==> src/rtl/wb_host_initiator.sv <==
// Wishbone classic single-master initiator: single-beat writes and incrementing
// read bursts from a valid/ready command port, per-beat results on a response port.
module wb_host_initiator #(
   parameter int unsigned TIMEOUT  = 255,
   parameter int unsigned ADDR_INC = 4
) (
   input  logic        wb_clk_i,
   input  logic        wb_rst_i,
   input  logic        cmd_valid,
   output logic        cmd_ready,
   input  logic        cmd_we,
   input  logic [31:0] cmd_adr,
   input  logic [3:0]  cmd_sel,
   input  logic [31:0] cmd_dat,
   input  logic [7:0]  cmd_len,
   output logic        rsp_valid,
   input  logic        rsp_ready,
   output logic [31:0] rsp_dat,
   output logic        rsp_err,
   output logic        rsp_last,
   output logic        wbm_cyc_o,
   output logic        wbm_stb_o,
   output logic        wbm_we_o,
   output logic [3:0]  wbm_sel_o,
   output logic [31:0] wbm_adr_o,
   output logic [31:0] wbm_dat_o,
   input  logic [31:0] wbm_dat_i,
   input  logic        wbm_ack_i,
   output logic        busy
);

   localparam int unsigned AW = 32;
   localparam int unsigned DW = 32;
   localparam int unsigned SW = 4;
   localparam int unsigned LW = 8;
   localparam int unsigned TW = 16;

   typedef enum logic [1:0] {IDLE, REQ, RSP} state_t;

   state_t          state, state_d;
   logic [LW-1:0]   beats_left, beats_left_d;
   logic [TW-1:0]   tmo_cnt, tmo_cnt_d;
   logic            cmd_ready_d, rsp_valid_d, rsp_err_d, rsp_last_d;
   logic [DW-1:0]   rsp_dat_d, wbm_dat_d;
   logic            cyc_d, stb_d, we_d, busy_d;
   logic [SW-1:0]   sel_d;
   logic [AW-1:0]   adr_d;

   // State and registered-output flops
   always_ff @(posedge wb_clk_i) begin
      if (wb_rst_i) begin
         state      <= IDLE;
         beats_left <= '0;
         tmo_cnt    <= '0;
         cmd_ready  <= 1'b1;
         rsp_valid  <= 1'b0;
         rsp_err    <= 1'b0;
         rsp_last   <= 1'b0;
         rsp_dat    <= '0;
         wbm_cyc_o  <= 1'b0;
         wbm_stb_o  <= 1'b0;
         wbm_we_o   <= 1'b0;
         wbm_sel_o  <= '0;
         wbm_adr_o  <= '0;
         wbm_dat_o  <= '0;
         busy       <= 1'b0;
      end else begin
         state      <= state_d;
         beats_left <= beats_left_d;
         tmo_cnt    <= tmo_cnt_d;
         cmd_ready  <= cmd_ready_d;
         rsp_valid  <= rsp_valid_d;
         rsp_err    <= rsp_err_d;
         rsp_last   <= rsp_last_d;
         rsp_dat    <= rsp_dat_d;
         wbm_cyc_o  <= cyc_d;
         wbm_stb_o  <= stb_d;
         wbm_we_o   <= we_d;
         wbm_sel_o  <= sel_d;
         wbm_adr_o  <= adr_d;
         wbm_dat_o  <= wbm_dat_d;
         busy       <= busy_d;
      end
   end

   // Next-state and next-output logic; registers hold unless a transition updates them
   always_comb begin
      state_d      = state;
      beats_left_d = beats_left;
      tmo_cnt_d    = tmo_cnt;
      cmd_ready_d  = cmd_ready;
      rsp_valid_d  = rsp_valid;
      rsp_err_d    = rsp_err;
      rsp_last_d   = rsp_last;
      rsp_dat_d    = rsp_dat;
      cyc_d        = wbm_cyc_o;
      stb_d        = wbm_stb_o;
      we_d         = wbm_we_o;
      sel_d        = wbm_sel_o;
      adr_d        = wbm_adr_o;
      wbm_dat_d    = wbm_dat_o;

      case (state)
         IDLE: begin
            if (cmd_valid) begin
               we_d         = cmd_we;
               adr_d        = cmd_adr;
               sel_d        = cmd_sel;
               wbm_dat_d    = cmd_dat;
               beats_left_d = cmd_we ? '0 : cmd_len;
               tmo_cnt_d    = '0;
               cyc_d        = 1'b1;
               stb_d        = 1'b1;
               cmd_ready_d  = 1'b0;
               state_d      = REQ;
            end
         end
         REQ: begin
            // Ack takes priority over a timeout in the same cycle
            if (wbm_ack_i) begin
               rsp_dat_d   = wbm_we_o ? '0 : wbm_dat_i;
               rsp_err_d   = 1'b0;
               rsp_last_d  = (beats_left == '0);
               rsp_valid_d = 1'b1;
               cyc_d       = 1'b0;
               stb_d       = 1'b0;
               state_d     = RSP;
            end else if (tmo_cnt == TW'(TIMEOUT - 1)) begin
               rsp_dat_d   = '0;
               rsp_err_d   = 1'b1;
               rsp_last_d  = 1'b1;
               rsp_valid_d = 1'b1;
               cyc_d       = 1'b0;
               stb_d       = 1'b0;
               state_d     = RSP;
            end else begin
               tmo_cnt_d = tmo_cnt + TW'(1);
            end
         end
         RSP: begin
            if (rsp_ready) begin
               rsp_valid_d = 1'b0;
               if (rsp_last) begin
                  cmd_ready_d = 1'b1;
                  state_d     = IDLE;
               end else begin
                  if (beats_left != '0) beats_left_d = beats_left - LW'(1);
                  adr_d     = wbm_adr_o + AW'(ADDR_INC);
                  tmo_cnt_d = '0;
                  cyc_d     = 1'b1;
                  stb_d     = 1'b1;
                  state_d   = REQ;
               end
            end
         end
         default: begin
            state_d     = IDLE;
            cmd_ready_d = 1'b1;
            cyc_d       = 1'b0;
            stb_d       = 1'b0;
            rsp_valid_d = 1'b0;
         end
      endcase

      busy_d = (state_d != IDLE);
   end

endmodule

==> config.mk <==
export PLATFORM = sky130hd
export DESIGN_NAME = wb_host_initiator
export DESIGN_NICKNAME = d
export VERILOG_FILES = /design/src/rtl/wb_host_initiator.sv
export SDC_FILE = /design/constraint.sdc
export NUM_CORES = 1
export LEC_CHECK = 0
export CORE_MARGIN = 8
export CORE_UTILIZATION = 40
export CTS_CLUSTER_DIAMETER = 80
export DETAILED_ROUTE_END_ITERATION = 10
export MAX_ROUTING_LAYER = met4
export PLACE_DENSITY = 0.74
export SLEW_MARGIN = 30
export SYNTH_ARGS = -nofsm -noshare
export SYNTH_HDL_FRONTEND = slang
export SYNTH_SLANG_ARGS = --single-unit
==> constraint.sdc <==
create_clock -name wb_clk_i -period 5.4 [get_ports wb_clk_i]
set_input_delay 1.35 -clock wb_clk_i [delete_from_list [all_inputs] [get_ports wb_clk_i]]
set_output_delay 1.35 -clock wb_clk_i [all_outputs]
set_load 0.005 [all_outputs]
==> key figures <==
Run status
  • Outcome: completed

Place
  • DP Worst Slack: 1.55 ns
  • I/O Buffers: 221
  • Dpl hpwl: 13.7 mm
  • Routability Congestion: 0.861
  • Dpl cell area: 0.00817 mm2
  • Dpl cells: 1058

STA
  • Slew @ Worst Pin: 0.925 ns
  • Hold WS: 0.454 ns
  • Final Setup Violations: 0
  • Clock Skews: 0.00965 ns
  • Worst Slack Setup Final: 1.90 ns
  • Final period util: 0.649
  • Final Critical Period: 3.50 ns
  • Final max-slew violation count: 0
  • Maximum clock rate: 0.285 GHz
  • Count of final hold-check violations: 0
  • Slew margin rel.: 0.383
  • Setup repair after global routing missed its margin: false
  • Sum Neg Setup Slack: 0 ns

Min path
  • Hold WC Path Type: flop to flop

CTS
  • Clock transition at path regs: 0.06 ns
  • Clock tree from TritonCTS: done
  • Clock Sinks: 133
  • Post_cts resized: 0
  • Clock Latency Late Sink: 0.42 ns
  • Cts hold-fix bufs: 0
  • TritonCTS buffer count: 17
  • # H-tree levels: 4
  • Post-CTS setup buffer count: 0
  • Clock Path Buffers: 2
  • Root cell of the clock tree: clkbuf_16

Die
  • Io pins: 222
  • Core Area: 0.0144 mm2
  • Die ar.: 0.0188 mm2
  • Initial Utilization: 0.407
  • Row count: 44
  • Chip height: 137 um
  • DIE WIDTH: 137 um

Routing
  • Post-DRT Antenna Nets: 0
  • Via count: 6003
  • Vias per cell: 5.51
  • DRT iter0 DRCs: 416
  • First drt pass iteration count: 5
  • Aggregate routed wire length: 19.5 mm
  • DR WL/cell: 17.9 um
  • DRC Markers: 0

Global routing
  • GR Overflow Total: 0
  • Antenna violations before repair: 0
  • Largest net degree at the start of global routing: 81
  • First-pass GRT wire length: 30.2 mm
  • Total routing usage reported by global routing: 0.209
  • Vias in the first global route: 5830

Synthesis
  • Sequential area share after synthesis: 0.454
  • Area leader, netlist: dfxtp_1
  • Mapped Area: 0.00587 mm2
  • Number of flops mapped to enable cells by yosys: 0
  • Syn_area_per_cell: 8.48 um2
  • Post-Synthesis Cells: 692
  • Area contributors post-synth: dfxtp_1 45%, nand2_1 7.2%, a21oi_1 7.1%
  • Share of Yosys cell area claimed by the top area cell type: 0.454
  • Synth Flop Type: dfxtp_1
  • Number of synthesized register bits: 133
  • Net count after synthesis: 811
  • FFs w/ async S/R, synth: 0
  • Unique masters post-synth: 67
  • Synth warnings: 0

Setup path
  • Crit-path max FO: 11
  • Slowest CP cell: or4_1
  • CP max stage delay: 0.57 ns
  • Startpoint class of the critical path: input pin
  • CP required: 5.76 ns
  • Worst EP arrival: 3.86 ns
  • CP Capture Type: flop
  • Crit Path Class: input pin to flop
  • Crit-path cells: clkdlybuf4s50_1 -> and4bb_1 -> nor2_1 -> buf_4 -> nand2_1 -> or4_1 -> o21ai_1

Layout
  • Design Area, Final: 0.00880 mm2
  • Ant. Diodes: 0
  • P&R area growth vs syn: 50.0%
  • Non-filler cells in the finished layout: 1090
  • Total Nets Final: 1012
  • Share of cells above drive strength 1: 0.0684

Pwr
  • Switching pwr: 0.725 mW
  • Max VDD drop: 0.000244 V
  • Combinational share of power: 0.160
  • Power Dens Cells: 318 mW/mm2
  • Clock share of power: 0.444
  • Cell leakage power: 3.18 nW
  • Internal: 2.07 mW
  • Switching Share: 0.260
  • Reg power frac: 0.396

Job
  • Max cap viols: 0
## logic make-up after synthesis
kind of cell,after synthesis,share of synthesized area
XOR/XNOR,1,0.00149
flip-flops,133,0.454
adder cells (fa/ha/maj),5,0.0107
AO/OA/AOI/OAI,233,0.259
AND/OR/NAND/NOR,260,0.231
buffers and inverters,60,0.0446
## layout by cell type (no fill, tap or decap), types with 4 or more instances in the layout
cell / count
buf_4: 9
clkbuf_16: 17
nor3_1: 10
o21ai_1: 20
nand2b_1: 6
ha_1: 5
clkdlybuf4s50_1: 220
a22o_1: 32
inv_1: 12
nor2_1: 41
o32ai_1: 5
nor4_1: 5
a31oi_1: 8
nand2_1: 113
nand4_1: 10
and2_1: 4
and4_1: 7
nand3_1: 18
a21oi_1: 83
o21ai_0: 27
dfxtp_1: 133
a211oi_1: 21
a311oi_1: 5
clkinvlp_4: 4
bufinv_16: 4
or4_1: 9
or3_1: 8
and3_1: 7
## stage by stage
step                utilization  total power [mW]
finish                    0.610              2.79
global route              0.610              2.91
CTS                       0.610              2.81
detailed placement        0.567              1.58
global placement          0.567              1.57
floorplan                     -              1.32
## cell type report
class                           instances  area [um2]
Clock buffer                           18         429
Multi-Input combinational cell        499        2960
Tap cell                              184         230
Fill cell                            1251        5620
Inverter                               12        45.0
Timing Repair Buffer                  230        2270
Clock inverter                         14         199
Sequential cell                       133        2660
## state kept, by name, indices dropped and copies added, names as in the netlist
| signal | count |
|---|---|
| rsp_dat | 32 |
| wbm_adr_o | 32 |
| wbm_dat_o | 32 |
| tmo_cnt | 16 |
| beats_left | 8 |
| wbm_sel_o | 4 |
| state | 2 |
| busy | 1 |
| cmd_ready | 1 |
| rsp_err | 1 |
| rsp_last | 1 |
| rsp_valid | 1 |
| wbm_stb_o | 1 |
| wbm_we_o | 1 |
## cells in the mapped netlist, types with 4 or more instances
| master | number |
|---|---|
| a311oi_1 | 5 |
| inv_1 | 12 |
| o21ai_1 | 20 |
| o21ai_0 | 27 |
| a22o_1 | 32 |
| a211oi_1 | 21 |
| a21oi_1 | 83 |
| clkbuf_1 | 27 |
| nand3_1 | 18 |
| nand2_1 | 113 |
| nand4_1 | 10 |
| and3_1 | 7 |
| and4_1 | 7 |
| or4_1 | 9 |
| a31oi_1 | 8 |
| or3_1 | 8 |
| buf_2 | 14 |
| nor2_1 | 42 |
| dfxtp_1 | 133 |
| nor4_1 | 5 |
| and2_1 | 4 |
| nor3_1 | 10 |
| nand2b_1 | 6 |
| o32ai_1 | 5 |
| ha_1 | 5 |
## worst paths after layout
| check | startpoint | endpoint | slack (ns) | depth (start not counted) |
|---|---|---|---|---|
| max reg2reg | state[0] | tmo_cnt[11] | 2.65 | 6 |
| max | rsp_ready | tmo_cnt[11] | 1.90 | 7 |
| min | wbm_dat_o[0] | wbm_dat_o[0] | 0.45 | 2 |
| min reg2reg | wbm_dat_o[0] | wbm_dat_o[0] | 0.45 | 2 |
## power by group through the flow
stage,clock network (mW),registers [mW],logic [mW]
global route,1.30,1.12,0.489
CTS,1.26,1.11,0.453
global placement,0,1.12,0.446
detailed placement,0,1.13,0.450
finish,1.24,1.11,0.448
floorplan,0,1.12,0.200
## routing by layer
metal / up-vias / part of all wire / GRT usage
met5: - / 0 / -
met4: 0 / 0.010 / 0.0543
met2: 189 / 0.50 / 0.334
met3: 19 / 0.074 / 0.0679
li1: 2949 / - / -
met1: 2846 / 0.42 / 0.250
## worst max-delay path, delay by kind of cell
kind	cells	cell delay [ns]
buffers and inverters	2	0.79
AND/OR/NAND/NOR	4	1.64
AO/OA/AOI/OAI	1	0.08
Power figures use the tool's default switching activity.
